===== src/rtl/lc3_control_unit_pkg.sv =====
// Shared definitions for the LC3 pipeline controller: opcodes, FSM states,
// memory-access state encodings and small opcode-class helpers.
package lc3_ctrl_pkg;

  localparam logic [3:0] OP_BR   = 4'b0000;
  localparam logic [3:0] OP_ADD  = 4'b0001;
  localparam logic [3:0] OP_LD   = 4'b0010;
  localparam logic [3:0] OP_ST   = 4'b0011;
  localparam logic [3:0] OP_JSR  = 4'b0100;
  localparam logic [3:0] OP_AND  = 4'b0101;
  localparam logic [3:0] OP_LDR  = 4'b0110;
  localparam logic [3:0] OP_STR  = 4'b0111;
  localparam logic [3:0] OP_RTI  = 4'b1000;
  localparam logic [3:0] OP_NOT  = 4'b1001;
  localparam logic [3:0] OP_LDI  = 4'b1010;
  localparam logic [3:0] OP_STI  = 4'b1011;
  localparam logic [3:0] OP_JMP  = 4'b1100;
  localparam logic [3:0] OP_RES  = 4'b1101;
  localparam logic [3:0] OP_LEA  = 4'b1110;
  localparam logic [3:0] OP_TRAP = 4'b1111;

  typedef enum logic [2:0] {
    RUN     = 3'd0,
    CTRL    = 3'd1,
    MEM_IND = 3'd2,
    MEM_RD  = 3'd3,
    MEM_WR  = 3'd4
  } state_e;

  localparam logic [1:0] MS_RD   = 2'd0;
  localparam logic [1:0] MS_IND  = 2'd1;
  localparam logic [1:0] MS_WR   = 2'd2;
  localparam logic [1:0] MS_IDLE = 2'd3;

  // Producers whose result comes out of the execute-stage ALU.
  function automatic logic is_alu_op(input logic [3:0] op);
    return (op == OP_ADD) || (op == OP_AND) || (op == OP_NOT);
  endfunction

  // Producers whose result comes back from data memory.
  function automatic logic is_load_op(input logic [3:0] op);
    return (op == OP_LD) || (op == OP_LDR) || (op == OP_LDI);
  endfunction

  // Instructions that never reach writeback: stores and control transfers.
  function automatic logic no_writeback(input logic [3:0] op);
    return (op == OP_ST) || (op == OP_STR) || (op == OP_STI) ||
           (op == OP_BR) || (op == OP_JMP);
  endfunction

endpackage


===== src/rtl/lc3_control_unit_if.sv =====
// Status/control bus between the pipeline agent (master) and the
// controller (slave).
interface lc3_control_unit_if;
  logic        complete_data;
  logic        complete_instr;
  logic [15:0] IR;
  logic [2:0]  NZP;
  logic [2:0]  psr;
  logic [15:0] IR_Exec;
  logic [15:0] IMem_dout;

  logic        enable_updatePC;
  logic        enable_fetch;
  logic        enable_decode;
  logic        enable_execute;
  logic        enable_writeback;
  logic        br_taken;
  logic        bypass_alu_1;
  logic        bypass_alu_2;
  logic        bypass_mem_1;
  logic        bypass_mem_2;
  logic [1:0]  mem_state;

  modport master (
    output complete_data, complete_instr, IR, NZP, psr, IR_Exec, IMem_dout,
    input  enable_updatePC, enable_fetch, enable_decode, enable_execute,
           enable_writeback, br_taken, bypass_alu_1, bypass_alu_2,
           bypass_mem_1, bypass_mem_2, mem_state
  );

  modport slave (
    input  complete_data, complete_instr, IR, NZP, psr, IR_Exec, IMem_dout,
    output enable_updatePC, enable_fetch, enable_decode, enable_execute,
           enable_writeback, br_taken, bypass_alu_1, bypass_alu_2,
           bypass_mem_1, bypass_mem_2, mem_state
  );
endinterface


===== src/rtl/lc3_bypass_unit.sv =====
// Operand forwarding decision: compares the execute-stage destination
// register against the decode-stage source registers.
module lc3_bypass_unit
  import lc3_ctrl_pkg::*;
(
  input  logic        enable,
  input  logic [15:0] ir,
  input  logic [15:0] ir_exec,
  output logic        bypass_alu_1,
  output logic        bypass_alu_2,
  output logic        bypass_mem_1,
  output logic        bypass_mem_2
);

  logic [3:0] op_d_s;
  logic [3:0] op_e_s;
  logic       sr1_hit_s;
  logic       sr2_hit_s;
  logic       unused_bits_s;

  assign op_d_s = ir[15:12];
  assign op_e_s = ir_exec[15:12];
  assign unused_bits_s = ^{ir[11:9], ir[4:3], ir_exec[8:0]};

  // Source-register matches; SR2 only exists for register-mode ADD/AND.
  always_comb begin
    sr1_hit_s = (ir_exec[11:9] == ir[8:6]);
    if (((op_d_s == OP_ADD) || (op_d_s == OP_AND)) && (ir[5] == 1'b0)) begin
      sr2_hit_s = (ir_exec[11:9] == ir[2:0]);
    end else begin
      sr2_hit_s = 1'b0;
    end
  end

  // Route each match to the ALU or memory forwarding path by producer class.
  always_comb begin
    bypass_alu_1 = 1'b0;
    bypass_alu_2 = 1'b0;
    bypass_mem_1 = 1'b0;
    bypass_mem_2 = 1'b0;
    if (enable) begin
      bypass_alu_1 = is_alu_op(op_e_s)  & sr1_hit_s;
      bypass_alu_2 = is_alu_op(op_e_s)  & sr2_hit_s;
      bypass_mem_1 = is_load_op(op_e_s) & sr1_hit_s;
      bypass_mem_2 = is_load_op(op_e_s) & sr2_hit_s;
    end else begin
      bypass_alu_1 = 1'b0;
      bypass_alu_2 = 1'b0;
      bypass_mem_1 = 1'b0;
      bypass_mem_2 = 1'b0;
    end
  end

endmodule


===== src/rtl/lc3_control_unit.sv =====
// LC3 pipeline controller: stage valid tracking, memory-access stalls,
// control-transfer bubbles, branch decision and operand forwarding.
module lc3_control_unit
  import lc3_ctrl_pkg::*;
(
  input  logic               clock,
  input  logic               reset,
  lc3_control_unit_if.slave  bus
);

  state_e     state_r;
  state_e     state_nxt_s;
  logic       f_v_r, d_v_r, e_v_r, w_v_r;
  logic       f_v_nxt_s, d_v_nxt_s, e_v_nxt_s, w_v_nxt_s;
  logic [4:0] en_nxt_s;   // {updatePC, fetch, decode, execute, writeback}
  logic [1:0] ms_nxt_s;
  logic [4:0] en_r;
  logic [1:0] mem_state_r;
  logic       br_taken_s;
  logic [3:0] op_d_s;
  logic [3:0] op_e_s;
  logic       unused_bus_s;

  assign op_d_s = bus.IR[15:12];
  assign op_e_s = bus.IR_Exec[15:12];
  assign unused_bus_s = ^{bus.NZP, bus.IMem_dout};

  // Next FSM state and next stage-valid bits.
  always_comb begin
    state_nxt_s = state_r;
    f_v_nxt_s   = f_v_r;
    d_v_nxt_s   = d_v_r;
    e_v_nxt_s   = e_v_r;
    w_v_nxt_s   = w_v_r;
    case (state_r)
      RUN: begin
        if (e_v_r && ((op_e_s == OP_LD) || (op_e_s == OP_LDR))) begin
          state_nxt_s = MEM_RD;
        end else if (e_v_r && ((op_e_s == OP_ST) || (op_e_s == OP_STR))) begin
          state_nxt_s = MEM_WR;
        end else if (e_v_r && ((op_e_s == OP_LDI) || (op_e_s == OP_STI))) begin
          state_nxt_s = MEM_IND;
        end else begin
          f_v_nxt_s = 1'b1;
          d_v_nxt_s = f_v_r & bus.complete_instr;
          e_v_nxt_s = d_v_r;
          w_v_nxt_s = e_v_r & ~no_writeback(op_e_s);
          if (d_v_r && ((op_d_s == OP_BR) || (op_d_s == OP_JMP))) begin
            state_nxt_s = CTRL;
          end else begin
            state_nxt_s = RUN;
          end
        end
      end
      CTRL: begin
        // Flush decode and execute so the refill ramps up like startup.
        f_v_nxt_s   = 1'b1;
        d_v_nxt_s   = 1'b0;
        e_v_nxt_s   = 1'b0;
        w_v_nxt_s   = e_v_r & ~no_writeback(op_e_s);
        state_nxt_s = RUN;
      end
      MEM_IND: begin
        if (bus.complete_data) begin
          state_nxt_s = (op_e_s == OP_LDI) ? MEM_RD : MEM_WR;
        end else begin
          state_nxt_s = MEM_IND;
        end
      end
      MEM_RD, MEM_WR: begin
        if (bus.complete_data) begin
          f_v_nxt_s   = 1'b1;
          d_v_nxt_s   = f_v_r & bus.complete_instr;
          e_v_nxt_s   = d_v_r;
          w_v_nxt_s   = (state_r == MEM_RD);
          state_nxt_s = RUN;
        end else begin
          state_nxt_s = state_r;
        end
      end
      default: begin
        state_nxt_s = RUN;
      end
    endcase
  end

  // Decode the upcoming state into enable and memory-state values.
  always_comb begin
    en_nxt_s = 5'b00000;
    ms_nxt_s = MS_IDLE;
    case (state_nxt_s)
      RUN: begin
        en_nxt_s = {f_v_nxt_s, f_v_nxt_s, d_v_nxt_s, e_v_nxt_s, w_v_nxt_s};
        ms_nxt_s = MS_IDLE;
      end
      CTRL: begin
        en_nxt_s = {1'b1, 1'b0, 1'b0, 1'b1, w_v_nxt_s};
        ms_nxt_s = MS_IDLE;
      end
      MEM_IND: begin
        en_nxt_s = 5'b00000;
        ms_nxt_s = MS_IND;
      end
      MEM_RD: begin
        en_nxt_s = 5'b00000;
        ms_nxt_s = MS_RD;
      end
      MEM_WR: begin
        en_nxt_s = 5'b00000;
        ms_nxt_s = MS_WR;
      end
      default: begin
        en_nxt_s = 5'b00000;
        ms_nxt_s = MS_IDLE;
      end
    endcase
  end

  // FSM, valid registers and registered stage enables / memory state.
  always_ff @(posedge clock) begin
    if (!reset) begin
      state_r     <= RUN;
      f_v_r       <= 1'b1;
      d_v_r       <= 1'b0;
      e_v_r       <= 1'b0;
      w_v_r       <= 1'b0;
      en_r        <= 5'b11000;
      mem_state_r <= MS_IDLE;
    end else begin
      state_r     <= state_nxt_s;
      f_v_r       <= f_v_nxt_s;
      d_v_r       <= d_v_nxt_s;
      e_v_r       <= e_v_nxt_s;
      w_v_r       <= w_v_nxt_s;
      en_r        <= en_nxt_s;
      mem_state_r <= ms_nxt_s;
    end
  end

  // Branch decision while the transfer instruction sits in execute.
  always_comb begin
    br_taken_s = 1'b0;
    if (state_r == CTRL) begin
      if (op_e_s == OP_JMP) begin
        br_taken_s = 1'b1;
      end else begin
        br_taken_s = |(bus.IR_Exec[11:9] & bus.psr);
      end
    end else begin
      br_taken_s = 1'b0;
    end
  end

  lc3_bypass_unit u_bypass (
    .enable       (e_v_r & d_v_r & (state_r == RUN)),
    .ir           (bus.IR),
    .ir_exec      (bus.IR_Exec),
    .bypass_alu_1 (bus.bypass_alu_1),
    .bypass_alu_2 (bus.bypass_alu_2),
    .bypass_mem_1 (bus.bypass_mem_1),
    .bypass_mem_2 (bus.bypass_mem_2)
  );

  assign bus.enable_updatePC  = en_r[4];
  assign bus.enable_fetch     = en_r[3];
  assign bus.enable_decode    = en_r[2];
  assign bus.enable_execute   = en_r[1];
  assign bus.enable_writeback = en_r[0];
  assign bus.mem_state        = mem_state_r;
  assign bus.br_taken         = br_taken_s;

endmodule


===== src/flat_wrapper.sv =====
// flat-port wrapper written by rule: the top's interface ports become plain ports
module lc3_control_unit_flat import lc3_ctrl_pkg::*;
  (clock, reset, bus_complete_data, bus_complete_instr, bus_IR, bus_NZP, bus_psr, bus_IR_Exec, bus_IMem_dout, bus_enable_updatePC, bus_enable_fetch, bus_enable_decode, bus_enable_execute, bus_enable_writeback, bus_br_taken, bus_bypass_alu_1, bus_bypass_alu_2, bus_bypass_mem_1, bus_bypass_mem_2, bus_mem_state);
  lc3_control_unit_if bus_i ();
  input  logic clock;
  input  logic reset;
  input wire logic [$bits(bus_i.complete_data)-1:0] bus_complete_data;
  input wire logic [$bits(bus_i.complete_instr)-1:0] bus_complete_instr;
  input wire logic [$bits(bus_i.IR)-1:0] bus_IR;
  input wire logic [$bits(bus_i.NZP)-1:0] bus_NZP;
  input wire logic [$bits(bus_i.psr)-1:0] bus_psr;
  input wire logic [$bits(bus_i.IR_Exec)-1:0] bus_IR_Exec;
  input wire logic [$bits(bus_i.IMem_dout)-1:0] bus_IMem_dout;
  output wire logic [$bits(bus_i.enable_updatePC)-1:0] bus_enable_updatePC;
  output wire logic [$bits(bus_i.enable_fetch)-1:0] bus_enable_fetch;
  output wire logic [$bits(bus_i.enable_decode)-1:0] bus_enable_decode;
  output wire logic [$bits(bus_i.enable_execute)-1:0] bus_enable_execute;
  output wire logic [$bits(bus_i.enable_writeback)-1:0] bus_enable_writeback;
  output wire logic [$bits(bus_i.br_taken)-1:0] bus_br_taken;
  output wire logic [$bits(bus_i.bypass_alu_1)-1:0] bus_bypass_alu_1;
  output wire logic [$bits(bus_i.bypass_alu_2)-1:0] bus_bypass_alu_2;
  output wire logic [$bits(bus_i.bypass_mem_1)-1:0] bus_bypass_mem_1;
  output wire logic [$bits(bus_i.bypass_mem_2)-1:0] bus_bypass_mem_2;
  output wire logic [$bits(bus_i.mem_state)-1:0] bus_mem_state;
  assign bus_i.complete_data = bus_complete_data;
  assign bus_i.complete_instr = bus_complete_instr;
  assign bus_i.IR = bus_IR;
  assign bus_i.NZP = bus_NZP;
  assign bus_i.psr = bus_psr;
  assign bus_i.IR_Exec = bus_IR_Exec;
  assign bus_i.IMem_dout = bus_IMem_dout;
  assign bus_enable_updatePC = bus_i.enable_updatePC;
  assign bus_enable_fetch = bus_i.enable_fetch;
  assign bus_enable_decode = bus_i.enable_decode;
  assign bus_enable_execute = bus_i.enable_execute;
  assign bus_enable_writeback = bus_i.enable_writeback;
  assign bus_br_taken = bus_i.br_taken;
  assign bus_bypass_alu_1 = bus_i.bypass_alu_1;
  assign bus_bypass_alu_2 = bus_i.bypass_alu_2;
  assign bus_bypass_mem_1 = bus_i.bypass_mem_1;
  assign bus_bypass_mem_2 = bus_i.bypass_mem_2;
  assign bus_mem_state = bus_i.mem_state;
  lc3_control_unit u_core (.clock(clock), .reset(reset), .bus(bus_i));
endmodule

===== config.mk =====
export PLATFORM = sky130hd
export DESIGN_NAME = lc3_control_unit_flat
export DESIGN_NICKNAME = d
export VERILOG_FILES = /design/src/rtl/lc3_control_unit_pkg.sv /design/src/rtl/lc3_control_unit_if.sv /design/src/rtl/lc3_bypass_unit.sv /design/src/rtl/lc3_control_unit.sv /design/src/flat_wrapper.sv
export SDC_FILE = /design/constraint.sdc
export NUM_CORES = 1
export LEC_CHECK = 0
export CAP_MARGIN = 40
export CELL_PAD_IN_SITES_DETAIL_PLACEMENT = 2
export CELL_PAD_IN_SITES_GLOBAL_PLACEMENT = 2
export CORE_MARGIN = 5
export CORE_UTILIZATION = 16
export CTS_BUF_LIST = sky130_fd_sc_hd__clkbuf_8 sky130_fd_sc_hd__clkbuf_16
export DETAILED_ROUTE_END_ITERATION = 10
export PLACE_DENSITY = 0.75
export SLEW_MARGIN = 0
export SYNTH_ARGS = -nofsm -noshare
export SYNTH_HDL_FRONTEND = slang
export SYNTH_SLANG_ARGS = --single-unit

===== constraint.sdc =====
create_clock -name clock -period 1.6 [get_ports clock]
set_input_delay 0.16 -clock clock [delete_from_list [all_inputs] [get_ports clock]]
set_output_delay 0.16 -clock clock [all_outputs]
set_load 0.02 [all_outputs]

---- After elaboration in Yosys (flattened, before gate mapping) ----
Cells that the tools add are included.
cells by class
  bitwise gates (word level) .............. 11
  div/mod/pow operators ................... 0
  add/sub/neg operators ................... 0
  $lt $le $gt $ge ......................... 0
  shift-type cells ........................ 0
  multiply operators ...................... 0
  equal/unequal tests ..................... 23
  multiplexer cells ....................... 37
  reduce and logical (&&, ||, !) cells .... 22
operator list
  kind                  count
  $mux W1               24
  $eq A4 B4 Y1 const B  5
  $mux W3               6
  $eq A4 B3 Y1 const B  4
  $eq A3 B2 Y1 const B  4
  $pmux W1 S3           4
  $logic_or A1 B1 Y1    11
  $pmux W5 S2           1
  $pmux W3 S3           1
  $and A1 B1 Y1         8
  $eq A4 B1 Y1 const B  2
  $eq A4 B2 Y1 const B  2
  $logic_not A4 Y1      2
  $eq A3 B1 Y1 const B  2
  $eq A3 B3 Y1          2
  $eq A3 B3 Y1 const B  2
  $logic_not A3 Y1      2
  $pmux W2 S3           1
  $logic_and A1 B1 Y1   5
  $and A3 B3 Y3         1
  $reduce_or A3 Y1      1
  $not A1 Y1            2
  $reduce_or A2 Y1      1
word-level totals
  bits in writable memories ............... 0
  logic and storage cells ................. 100
  output and inout port bits .............. 12
  bits in latches ......................... 0
  flip-flop bits (word level) ............. 14
  bits in read-only memories .............. 0
  memories ................................ 0

---- Depth between registers and ports, before layout ----
Gate-level depths: netlist of the first run.
  word-level depth ........................ 12
  mapped depth ............................ 7
  gate-level depth less buffers ........... 5

---- Modules after synthesis ----
From an unflattened synthesis of the first run, not the netlist that was laid out.
second synthesis, totals
  cells, all modules ...................... 118
  area, all modules ....................... 974.7 µm²
by module, submodules not included
  module            cells an instance  times used  area an instance (µm²)
  lc3_control_unit  101                1           849.6
  lc3_bypass_unit   17                 1           125.1

---- Worst setup path before layout of the first run ----
OpenSTA, ideal clock, no wires.
  path kind ............................... register -> output
  start point ............................. register u_core.state_r[0]
  end point ............................... output port bus_bypass_mem_1
  path slack .............................. -49 ps
  path buffers ............................ 2
  arrival ................................. 1489 ps
  cell stages (with the launch flop) ...... 8
  required time ........................... 1440 ps
  path through ............................ dfxtp_1 > buf_6 > or2_1 > buf_6 > nor2_2 > and4_1 > nand3b_1 > nor2_1
on the way
  cells in the longest elaborated chain, start to end .. 3
ends and longest elaborated chain
  item                      RTL line                 RTL
  start: declaration        lc3_control_unit.sv:11   state_e state_r;
  start signal: assignment  lc3_control_unit.sv:130  state_r <= state_nxt_s;
  $logic_not A3 Y1          lc3_control_unit.sv:155  .enable (e_v_r & d_v_r & (state_r == RUN)),
  $and A1 B1 Y1             lc3_control_unit.sv:155
  $mux W1                   lc3_bypass_unit.sv:41    if (enable) begin
  end: declaration          flat_wrapper.sv:22       output wire logic [$bits(bus_i.bypass_mem_1)-1:0] bus_bypass_mem_1;
Every way passes these cells.

---- Worst setup path after layout of the first run ----
  start point ............................. register u_core.state_r[0]
  end point ............................... register u_core.en_r[1]
on the way
  cells in the longest elaborated chain, start to end .. 5
  elaborated cells between the ends (all ways) .. 12
ends and longest elaborated chain
  item                                              RTL line                 RTL
  $eq A3 B3 Y1 or $eq A3 B2 Y1 (tied branches)      lc3_control_unit.sv:35   case (state_r)
  $reduce_or A2 Y1                                  lc3_control_unit.sv:35
  $pmux W3 S3                                       lc3_control_unit.sv:35
  $eq A3 B1 Y1 or $logic_not A3 Y1 (tied branches)  lc3_control_unit.sv:91   case (state_nxt_s)
  $pmux W5 S2 *                                     lc3_control_unit.sv:91
  end signal: assignment                            lc3_control_unit.sv:135  en_r <= en_nxt_s;
  end: declaration                                  lc3_control_unit.sv:17   logic [4:0] en_r;
Every way passes the cells marked *; elsewhere a longest branch is shown, timed or not.
A chain may end at the register's enable or synchronous reset.

==> run summary, run 1 <==
The tools report the number of global-route vias before repair as 1,310. The analysis attributes to cell leakage a power of 0.728 nW. For the number of antenna violations at the first check in global routing, the log shows 0.

The worst setup path is launched from a flip-flop. The startpoint of the lowest-slack register-to-register path is u_core.state_r[0]. The run gives 177 as the synthesized net count. For the number of levels in the clock H-tree, the log shows 1.

For this run, the number of Yosys warnings is 0. In this run the horizontal extent of the chip is 88.2 um. The HPWL after detailed placement is 3170 um. The initialized floorplan defines 28 standard-cell rows. The count of buffers added on input and output ports is 36.

The endpoint identified for the worst register-to-register timing path is u_core.en_r[1]. The number of hold buffers added after CTS was 0. After detailed routing, the number of remaining DRC violations is 0.

The library cells used most frequently in the layout, excluding fill and tap cells, are sky130_fd_sc_hd__buf_4, sky130_fd_sc_hd__clkdlybuf4s50_1, sky130_fd_sc_hd__dfxtp_1. Before antenna repair, the detailed router went through 4 iterations. The run gives 0.579 GHz as the maximum clock frequency.

Entering global routing, the biggest net connects 12 pins. Most common flop cell mapped by yosys: sky130_fd_sc_hd__dfxtp_1. The die covers 7780 um2. The maximum fanout encountered on the critical timing path was 6; the cell area power density was 547 nW/um2. The die is 88.2 um tall. Fill cells in the final layout number 666.

The first global-routing pass estimated 6730 um of wire. The standard cell core area was 5920 um2. The routed design could run at a clock period as short as 1730 ps.

The count of final hold-check violations was 0. The logs give 250 ps for the clock latency on the worst-skew pair and 3 for the total CTS buffers. The flow ran to the end, but the final reports show violations. The proportion of register bits with asynchronous set or reset after synthesis was 0%. The arrival time of the worst setup path is 1920 ps, and the post-synthesis to final-layout area growth is 93.0%. The synthesized area per cell was 8.22 um2; the required time at the worst-slack endpoint was 1800 ps. Overall power consumption after layout is estimated at 0.00103 W.

Clock-pin slew was measured on the worst setup and hold paths at 60 ps. The number of slew-limit violations in the final report was 0. Number of routed nets with antenna violations: 0.

Setup repair after global routing could not meet its margin everywhere. The cell count of the worst hold path came out at 2. The worst-case reg-to-reg path depth came out at 8. By startpoint and endpoint, the worst setup path is classified as flip-flop to flip-flop. The worst pin sits at a relative slew slack of 73.7%. The startpoint identified for the worst hold timing path is u_core.f_v_r. In the final routed layout, each cell accounts on average for 16.9 um.

No sink is reached through more buffers than the 2 on the longest clock path. The type of the worst min-delay path is flip-flop to flip-flop. For the sequential-to-total area share from yosys stat, the log shows 28.6%. Number of flops mapped to enable cells by yosys: 0.

TritonCTS built the clock tree. The run gives 520 ps as the worst-case hold slack. After the flow finishes, the layout carries non-filler instances totaling 267.

The share of the clock period used by the worst path is 108%. The launching instance or port of the critical path was u_core.state_r[0]. The worst-case vdd ir drop was 229 uV; the number of endpoints failing setup at the final stage was 13.

The share of cells above drive strength 1 came out at 43.2%. At the end of routability-driven placement, the weighted congestion stood at 0.777. The tools report the type of destination of the critical path as a flip-flop. The most frequent standard cell in the layout excluding fill and tap cells is sky130_fd_sc_hd__buf_4. The synthesized netlist contains 55 unique library cells. The hold-critical path endpoint is u_core.f_v_r. The total global routing track utilization came out at 11.0%. After detailed routing, the number of vias per cell comes to 4.64. 70 I/O pins were placed. The repair_antennas step left the layout with diodes totalling 0.

The initial core utilization came out at 16.5%. The tools report the clock root buffer master as sky130_fd_sc_hd__clkbuf_8. For the final net count, the log shows 251.

The checks that failed: setup timing. Remaining global-route overflow: 0. After the first detailed-routing iteration, the DRC count stood at 63. The total via count after detailed routing was 1,238; the number of register bits inferred by synthesis was 14.

The pin slew with the least headroom to its limit was 394 ps. Setup slack on the worst reg-to-reg path comes out at -130 ps. The tools report the number of cells after detailed placement as 250. The run gives 3.69 ps as the maximum clock skew at final layout. The count of max-cap constraint violations is 0. The run gives 4520 um as the wire length reported by the detailed router. The number of cells produced by synthesis is 119.

The sink count of the clock tree was 14; the cell area after technology mapping was 978 um2. The final setup slack of the worst path is -128 ps.
## worst max path at each step
stage / to / slack [ps] / depth (start not counted)
after global routing: bus_bypass_mem_2 / -200 / 6
after floorplan: bus_bypass_mem_1 / -50 / 7
final: u_core.en_r[1] / -130 / 8
after detailed placement: bus_bypass_mem_2 / -520 / 5
after global placement: u_core.en_r[3] / -420 / 7
after CTS: bus_bypass_mem_1 / -160 / 6
## cell families after synthesis
| group | synth area share (%) |
|---|---|
| mux | 1.02 |
| compound gates | 24.2 |
| simple gates | 31.2 |
| flops | 28.6 |
| xor+xnor | 7.16 |
| buf+inv | 7.80 |
## where the power goes
| part | total [W] | internal [W] | switching, W |
|---|---|---|---|
| clock network | 0.000352 | 0.000218 | 0.000134 |
| logic | 0.000309 | 0.000174 | 0.000135 |
| registers | 0.000372 | 0.000363 | 0.00000859 |
## synth_stat cells (all sizes together) (2+ instances only)
cell type  instances  area, um2
nor3b              2       15.0
dfxtp             14        280
buf                8       53.8
nand2b             3       18.8
o22ai              2       12.5
o21ai              4       20.0
a21oi              6       30.0
nor2b              3       21.3
nand3              7       35.0
xnor2              7       61.3
nor3               2       10.0
nand4              3       18.8
a31oi              3       33.8
nand3b             2       15.0
inv                5       18.8
or2                2       12.5
and2               3       18.8
nor2               7       28.8
nand2              8       30.0
## critical path, cell delays in order (launching register included)
cell	delay, ps
sky130_fd_sc_hd__dfxtp_2	330
sky130_fd_sc_hd__buf_4	100
sky130_fd_sc_hd__buf_6	120
sky130_fd_sc_hd__inv_4	40
sky130_fd_sc_hd__buf_4	130
sky130_fd_sc_hd__and3_4	190
sky130_fd_sc_hd__or3b_4	410
sky130_fd_sc_hd__a31oi_4	200
sky130_fd_sc_hd__nor2b_4	150
## registers in the layout (all words and copies together) (netlist names)
register	flops
u_core.en_r	5
u_core.state_r	3
u_core.bus.mem_state	2
u_core.d_v_r	1
u_core.e_v_r	1
u_core.f_v_r	1
u_core.w_v_r	1
## through the flow
| step | utilization, % | setup TNS, ps | cell area, um2 | setup WS, ps |
|---|---|---|---|---|
| final | 31.9 | -838 | 1890 | -128 |
| after global routing | 31.9 | -1980 | 1890 | -205 |
| after CTS | 29.3 | -887 | 1730 | -158 |
| after floorplan | - | -142 | 978 | -48.9 |
| after global placement | 26.9 | -5230 | 1590 | -416 |
| after detailed placement | 26.9 | -6270 | 1590 | -525 |
## metal layers
metal / GRT usage [%] / part of all wire, % / vias to the layer above
li1: - / - / 585
met1: 11.7 / 40 / 605
met2: 21.5 / 52 / 39
met3: 2.26 / 5.9 / 9
met4: 3.43 / 2.1 / 0
met5: 0 / 0 / -
## cell type report
cell class	count	area [um2]	share of cell area, %
Multi-Input combinational cell	91	754	40.0
Timing Repair Buffer	78	677	35.9
Sequential cell	14	284	15.0
Tap cell	75	93.8	4.97
Clock buffer	4	55.1	2.92
Inverter	5	23.8	1.26
## what timing repair did
action,CTS,global route
setup buffers,6,7
resized for setup,41,23
endpoints found under the hold margin,0,0
pin swaps,6,9
setup endpoints to repair,15,17
No activity file was read; power rests on OpenSTA's default activity.
==> inputs of run 2 (changes only) <==
SLEW_MARGIN = unset   (was 0)
==> results of run 2 <==
Final layout, timing and power as in run 1 (identical DEF).
==> inputs of run 3 (changes only) <==
CTS_CLUSTER_SIZE = 8   (was unset)
==> results of run 3 <==
Final layout, timing and power as in run 1 (identical DEF).
